## src/rtl/div_pkg.sv

```systemverilog
// Shared defaults, FSM state encoding and counter sizing for the 40-by-8
// restoring divider.
package div_pkg;

    localparam int DIVIDEND_W_DEF = 40;
    localparam int DIVISOR_W_DEF  = 8;

    typedef enum logic [1:0] {
        ST_IDLE = 2'd0,
        ST_RUN  = 2'd1,
        ST_DONE = 2'd2
    } state_e;

    // The counter must hold the value DIVIDEND_W itself, hence the +1.
    function automatic int cnt_width(input int dividend_w);
        return $clog2(dividend_w + 1);
    endfunction

    localparam int CNT_W_DEF = cnt_width(DIVIDEND_W_DEF);

endpackage

```

## src/rtl/div_step.sv

```systemverilog
// One restoring-division step: shift a dividend bit into the partial
// remainder and subtract the divisor when it fits.
module div_step
    import div_pkg::*;
#(
    parameter int DIVISOR_W = DIVISOR_W_DEF
) (
    input  logic [DIVISOR_W-1:0] rem_i,
    input  logic                 bit_i,
    input  logic [DIVISOR_W-1:0] divisor_i,
    output logic [DIVISOR_W-1:0] rem_o,
    output logic                 q_o
);

    logic [DIVISOR_W:0] trial;

    // One extra bit keeps the compare exact. When the subtract happens, the
    // true difference is below the divisor, so wrapping in DIVISOR_W bits is exact.
    always_comb begin
        trial = {rem_i, bit_i};
        q_o   = (trial >= {1'b0, divisor_i});
        rem_o = q_o ? (trial[DIVISOR_W-1:0] - divisor_i) : trial[DIVISOR_W-1:0];
    end

endmodule

```

## src/rtl/div_40by8.sv

```systemverilog
// Fixed-latency unsigned restoring divider: one quotient bit per clock,
// MSB first, with a zero-divisor shortcut straight to DONE.
module div_40by8
    import div_pkg::*;
#(
    parameter int DIVIDEND_W = DIVIDEND_W_DEF,
    parameter int DIVISOR_W  = DIVISOR_W_DEF
) (
    input  logic                  clk,
    input  logic                  nrst,
    input  logic                  start,
    input  logic [DIVIDEND_W-1:0] dividend,
    input  logic [DIVISOR_W-1:0]  divisor,
    output logic                  busy,
    output logic                  done,
    output logic [DIVIDEND_W-1:0] quotient,
    output logic [DIVISOR_W-1:0]  remainder,
    output logic                  div_zero,
    output logic                  fits32
);

    localparam int CNT_W = cnt_width(DIVIDEND_W);

    state_e                state_q, state_d;
    logic [DIVIDEND_W-1:0] work_q, work_d;
    logic [DIVISOR_W-1:0]  dsr_q, dsr_d;
    logic [DIVISOR_W-1:0]  rem_q, rem_d;
    logic [CNT_W-1:0]      cnt_q, cnt_d;
    logic [DIVIDEND_W-1:0] quotient_q, quotient_d;
    logic [DIVISOR_W-1:0]  remainder_q, remainder_d;
    logic                  div_zero_q, div_zero_d;
    logic                  fits32_q, fits32_d;
    logic                  busy_q, busy_d;
    logic                  done_q, done_d;

    logic [DIVISOR_W-1:0]  step_rem;
    logic                  step_q;

    // work_q shifts dividend bits out of the top while quotient bits enter at
    // the bottom, so after DIVIDEND_W steps it holds the quotient.
    div_step #(
        .DIVISOR_W (DIVISOR_W)
    ) u_step (
        .rem_i     (rem_q),
        .bit_i     (work_q[DIVIDEND_W-1]),
        .divisor_i (dsr_q),
        .rem_o     (step_rem),
        .q_o       (step_q)
    );

    always_comb begin
        // NOTE: every variable gets a default first so no path leaves a
        // value unassigned, which would infer a latch.
        state_d     = state_q;
        work_d      = work_q;
        dsr_d       = dsr_q;
        rem_d       = rem_q;
        cnt_d       = cnt_q;
        quotient_d  = quotient_q;
        remainder_d = remainder_q;
        div_zero_d  = div_zero_q;
        fits32_d    = fits32_q;

        unique case (state_q)
            ST_IDLE: begin
                if (start) begin
                    if (divisor != '0) begin
                        work_d  = dividend;
                        dsr_d   = divisor;
                        rem_d   = '0;
                        cnt_d   = CNT_W'(DIVIDEND_W);
                        state_d = ST_RUN;
                    end else begin
                        quotient_d  = '1;
                        remainder_d = dividend[DIVISOR_W-1:0];
                        div_zero_d  = 1'b1;
                        fits32_d    = 1'b0;
                        state_d     = ST_DONE;
                    end
                end
            end
            ST_RUN: begin
                work_d = {work_q[DIVIDEND_W-2:0], step_q};
                rem_d  = step_rem;
                cnt_d  = cnt_q - CNT_W'(1);
                if (cnt_q == CNT_W'(1)) begin
                    quotient_d  = work_d;
                    remainder_d = step_rem;
                    div_zero_d  = 1'b0;
                    fits32_d    = ((work_d >> 32) == '0);
                    state_d     = ST_DONE;
                end
            end
            ST_DONE: state_d = ST_IDLE;
            default: state_d = ST_IDLE;
        endcase

        // busy and done are registered copies of the next state so that
        // every output comes straight from a flop.
        busy_d = (state_d != ST_IDLE);
        done_d = (state_d == ST_DONE);
    end

    // NOTE: every register, operands and counter included, is cleared by the
    // asynchronous reset so an abandoned division leaves nothing behind.
    always_ff @(posedge clk or negedge nrst) begin
        if (!nrst) begin
            state_q     <= ST_IDLE;
            work_q      <= '0;
            dsr_q       <= '0;
            rem_q       <= '0;
            cnt_q       <= '0;
            quotient_q  <= '0;
            remainder_q <= '0;
            div_zero_q  <= 1'b0;
            fits32_q    <= 1'b0;
            busy_q      <= 1'b0;
            done_q      <= 1'b0;
        end else begin
            // NOTE: non-blocking assignments so all flops update together
            // from the values present before the edge.
            state_q     <= state_d;
            work_q      <= work_d;
            dsr_q       <= dsr_d;
            rem_q       <= rem_d;
            cnt_q       <= cnt_d;
            quotient_q  <= quotient_d;
            remainder_q <= remainder_d;
            div_zero_q  <= div_zero_d;
            fits32_q    <= fits32_d;
            busy_q      <= busy_d;
            done_q      <= done_d;
        end
    end

    assign busy      = busy_q;
    assign done      = done_q;
    assign quotient  = quotient_q;
    assign remainder = remainder_q;
    assign div_zero  = div_zero_q;
    assign fits32    = fits32_q;

endmodule

```

## config.mk

```make
export PLATFORM = sky130hd
export DESIGN_NAME = div_40by8
export DESIGN_NICKNAME = d
export VERILOG_FILES = /design/src/rtl/div_pkg.sv /design/src/rtl/div_step.sv /design/src/rtl/div_40by8.sv
export SDC_FILE = /design/constraint.sdc
export NUM_CORES = 1
export LEC_CHECK = 0
export BUFFER_PORTS_ARGS = -buffer_cell sky130_fd_sc_hd__buf_4
export CAP_MARGIN = 20
export CORE_MARGIN = 2
export CORE_UTILIZATION = 59
export CTS_CLUSTER_DIAMETER = 60
export DETAILED_ROUTE_END_ITERATION = 10
export HOLD_SLACK_MARGIN = 0.05
export PLACE_DENSITY = 0.85
export SETUP_SLACK_MARGIN = 0.05
export SYNTH_ARGS = -nofsm -noshare
export SYNTH_HDL_FRONTEND = slang
export SYNTH_SLANG_ARGS = --single-unit
```

## constraint.sdc

```tcl
create_clock -name clk -period 6.34 [get_ports clk]
set_clock_uncertainty 0.15 [all_clocks]
set_input_delay 0.951 -clock clk [delete_from_list [all_inputs] [get_ports clk]]
set_output_delay 0.951 -clock clk [all_outputs]
set_load 0.05 [all_outputs]
```

# Word-level counts from Yosys, hierarchy flattened
# Index checks and enable logic that the tools add are counted.
# word_totals
word_cells	59
input_bits	51
output_inout_bits	52
ff_bits	116
# op_classes
n_addsub	2
magnitude_cmp	1
n_mux	30
reduce_logical	8
eq_ne	7
# op_table
operator	count
$mux W40	5
$pmux W40 S2	2
$mux W8	6
$logic_not A40 Y1	1
$pmux W8 S2	2
$mux W6	2
$pmux W6 S2	1
$ge A9 B8 Y1	1
$ne A2 B2 Y1 const B	4
$reduce_bool A8 Y1	1
$sub A8 B8 Y8	1
$eq A6 B1 Y1 const B	1
$mux W1	6
$mux W2	3
$reduce_and A3 Y1	2
$sub A6 B1 Y6 const B	1
$pmux W1 S2	2
$pmux W2 S2	1
$reduce_and A4 Y1	1
$reduce_bool A2 Y1	2
$eq A2 B1 Y1 const B	1
$eq A2 B2 Y1 const B	1
$logic_not A2 Y1	1

# Depth between registers and ports, before layout
# depth
depth_word	5
depth_mapped	10
ltp_nobuf	10

# Modules after synthesis
# From an unflattened synthesis, not the netlist that was laid out.
# unflattened
cells_unflattened	471
hier_area_um2	5427.7
# by_module_without_submodules
module	seq_area_each_um2	area_each_um2	instances	cells_per_inst
div_40by8	2902.8	4907.2	1	402
div_step	0.0	520.5	1	69

# Worst setup path after synthesis
# OpenSTA, ideal clock, no wires.
# synth_path
kind	input-to-reg
startpoint	in divisor[5]
endpoint	reg cnt_q[4]
setup_ns	0.123
cell_stages	7
t_arrival_ns	2.293
path_slack_ns	3.774
path_buffers	1
cell_sequence	or4_4 > o21a_1 > o21a_1 > buf_6 > nand3_1 > xor2_1 > nor2_1
# synth_between
elab_chain_cells	3
# synth_lines
element	line	text
start, declared	div_40by8.sv:13	input logic [DIVISOR_W-1:0] divisor,
$reduce_bool A8 Y1	div_40by8.sv:67	if (divisor != '0) begin
$ne A2 B2 Y1 (no line)	n/a	
$reduce_and A3 Y1 (no line)	n/a	
end signal, assigned	div_40by8.sv:126	cnt_q <= cnt_d;
end, declared	div_40by8.sv:28	logic [CNT_W-1:0] cnt_q, cnt_d;
# No other way between the ends.
# A chain may end at the register's enable or synchronous reset.

# Worst setup path in the final report
# layout_path
startpoint	reg state_q[1]
endpoint	reg remainder_q[0], in the netlist remainder[0]
# layout_between
elab_chain_cells	3
elab_cells_between_ends	8
# layout_lines
element	line	text
start, declared	div_40by8.sv:24	state_e state_q, state_d;
start signal, assigned	div_40by8.sv:122	state_q <= state_d;
$eq A2 B1 Y1 / $logic_not A2 Y1 (equally long branches)	div_40by8.sv:64	unique case (state_q)
$ne A2 B2 Y1 (no line) / $reduce_bool A2 Y1 (equally long branches)	n/a	
$reduce_and A4 Y1 (no line)	n/a	
end signal, assigned	div_40by8.sv:128	remainder_q <= remainder_d;
end, declared	div_40by8.sv:30	logic [DIVISOR_W-1:0] remainder_q, remainder_d;
# Several ways; a longest one is shown, not always the timed one.

==> results.tsv <==
metric	value	unit
Period minus WS final	3540	ps
drt wl/cell	16.5	µm
HP Class	in -> async	
DR iter-0 viols	298	
NumNets Final	722	
Mapped Area	5170	µm²
Initial Util	0.602	
largest net degree at the start of global routing	64	
worst skew pair latency	510	ps
Post-CTS Setup Bufs	0	
Max FO, Critical Path	63	
Design Power	4.38	mW
Post-DRT Antenna Nets	0	
Fin. Hold Viols	0	
WHS	341	ps
post-DP HPWL	8140	µm
Cells after Synth	562	
async set or reset register ratio after synthesis	1.00	
Worst Tran Pin Value	1100	ps
FF-to-FF path depth	7	
Synth Flop Type	dfrtp_1	
drt first pass iters	5	
Syn Nets	624	
Root Driver	clkbuf_8	
start of the worst register-to-register path	state_q[1]	
Die H	97.6	µm
Worst R2R Setup Slack	2800	ps
Max Clock Freq	282	MHz
vias in the first global route	4328	
Worst Setup Path Type	reg -> reg	
sequential fraction of the synthesis area	0.561	
area grow syn2layout	25.8	%
Layout Utilization	0.757	
CTS Hold Buffers Added	0	
Tcrit/Tclk final	0.559	
Setup WS post-layout	2800	ps
post-CTS sizing	0	
share of cells above drive strength 1	0.225	
Synth area leader	dfrtp_1	
first-pass GRT wire length	20900	µm
die area	9530	µm²
initial antenna violation count	0	
Worst R2R End	remainder[0]	
Yosys cell types	41	
number of flops mapped to enable cells by yosys	0	
Setup TNS Final	0	ps
CP required	6610	ps
Yosys reg bits	116	
site row count	34	
number of synthesis warnings	0	
io pins	103	
CTS Buffer Depth	2	
total CTS buffers	17	
Peak VDD IR	0.000372	V
worst rel slew slack	0.269	
Post-Place Worst Slack	2360	ps
Placeable Area	8590	µm²
CP startpoint kind	flip-flop	
syn avg cell area	9.20	µm²
WL final	12900	µm
chip width	97.6	µm
gp weighted congestion	0.830	
RSZ-0062 raised after global routing	no	
largest cells by area after synthesis	dfrtp_1 (56%), nor2_1 (12%), a21oi_1 (4.8%), nand2_1 (3.4%), nor3_1 (3.3%)	
grt ovf	0	
Worst EP arrival	3810	ps
Leak	3.08	nW
Max Cap Viol	0	
top cell type's share of synthesized area	0.561	
Clock transition at path regs	60	ps
status	complete, no violations	
drt drc	0	
port bufs	102	
Sink Count	116	
crit end category	flip-flop	
H-tree depth	4	
power per cell area	673	nW/µm²
CTS tree	done	
Inserted Diodes	0	
GRT Overall Usage	0.278	
routed via count	4425	
setup violators final	0	
vias per cell	5.67	
Max Slew Vio Count	0	
## worst max path at each step
stage                          start           end  slack [ps]  cells after the start
after floorplan           divisor[5]      cnt_q[4]        3770                      7
after global placement         start  remainder[0]        2490                      6
after detailed placement       start  remainder[0]        2360                      6
after CTS                 state_q[1]  remainder[0]        2830                      7
after global routing      state_q[1]  remainder[0]        2650                      7
final                     state_q[1]  remainder[0]        2800                      7
## final cells by class
type	count	area (µm²)
tap	108	135
timing repair buffer	108	808
multi-input combinational	402	2050
fill	588	2090
inverter	15	56.3
clock buffer	20	445
sequential	116	2900
clock inverter	11	110
## Yosys cell counts, drive strengths merged (4+ instances only)
| cell | instances |
|---|---|
| a211oi | 4 |
| a21o | 7 |
| a21oi | 50 |
| a31oi | 19 |
| buf | 17 |
| clkbuf | 12 |
| dfrtp | 116 |
| ha | 10 |
| inv | 15 |
| nand2 | 47 |
| nand3 | 4 |
| nor2 | 164 |
| nor3 | 34 |
| o21ai | 21 |
| o22ai | 4 |
| xnor2 | 5 |
| xor2 | 4 |
## layout by cell type, fill, tap and decap left out, types with 5 or more instances in the layout
cell / n
a21o_1: 6
a21oi_1: 50
a31oi_1: 19
buf_4: 107
clkbuf_16: 16
clkinv_2: 7
dfrtp_1: 116
ha_1: 10
inv_1: 15
nand2_1: 47
nor2_1: 163
nor3_1: 34
o21ai_0: 18
xnor2_1: 5
## per-layer routing
metal | up-vias | share of wire | track usage
li1 | 2085 | - | -
met4 | 0 | 0.021 | 0.103
met3 | 33 | 0.071 | 0.0676
met5 | - | 0 | 0
met2 | 190 | 0.50 | 0.452
met1 | 2117 | 0.41 | 0.364
## report_power, final
part	switching (mW)	internal [mW]	total [mW]
Combinational	1.41	0.723	2.14
Clock	0.324	0.571	0.895
Sequential	0.241	1.10	1.34
## registers in the layout, indices dropped and copies added (netlist names)
register / cells
dsr_q: 8
fits32: 1
state_q: 2
done: 1
rem_q: 8
remainder: 8
quotient: 40
div_zero: 1
work_q: 40
cnt_q: 6
busy: 1
## through the flow
step	area, µm²	std cells
final	6500	780
after detailed placement	5940	748
after CTS	6500	779
after floorplan	5170	562
after global placement	5940	748
after global routing	6500	780
## worst max-delay path: stages, from the launching register on
cell      delay (ps)
dfrtp_1          430
nand2b_2         190
buf_4            320
nor4b_4          660
a21o_2           900
buf_4            480
nor2_1           100
a221oi_2         170
## kinds of logic after synthesis
kind of cell / Yosys count / share of synthesized area
DFF: 116 / 0.561
buffers and inverters: 44 / 0.0440
xor gates and xnor gates: 9 / 0.0152
AOI/OAI and AO/OA: 114 / 0.129
muxes: 3 / 0.00581
and+or+nand+nor: 265 / 0.217
adders and majority gates: 11 / 0.0281
Power figures use the tool's default switching activity.
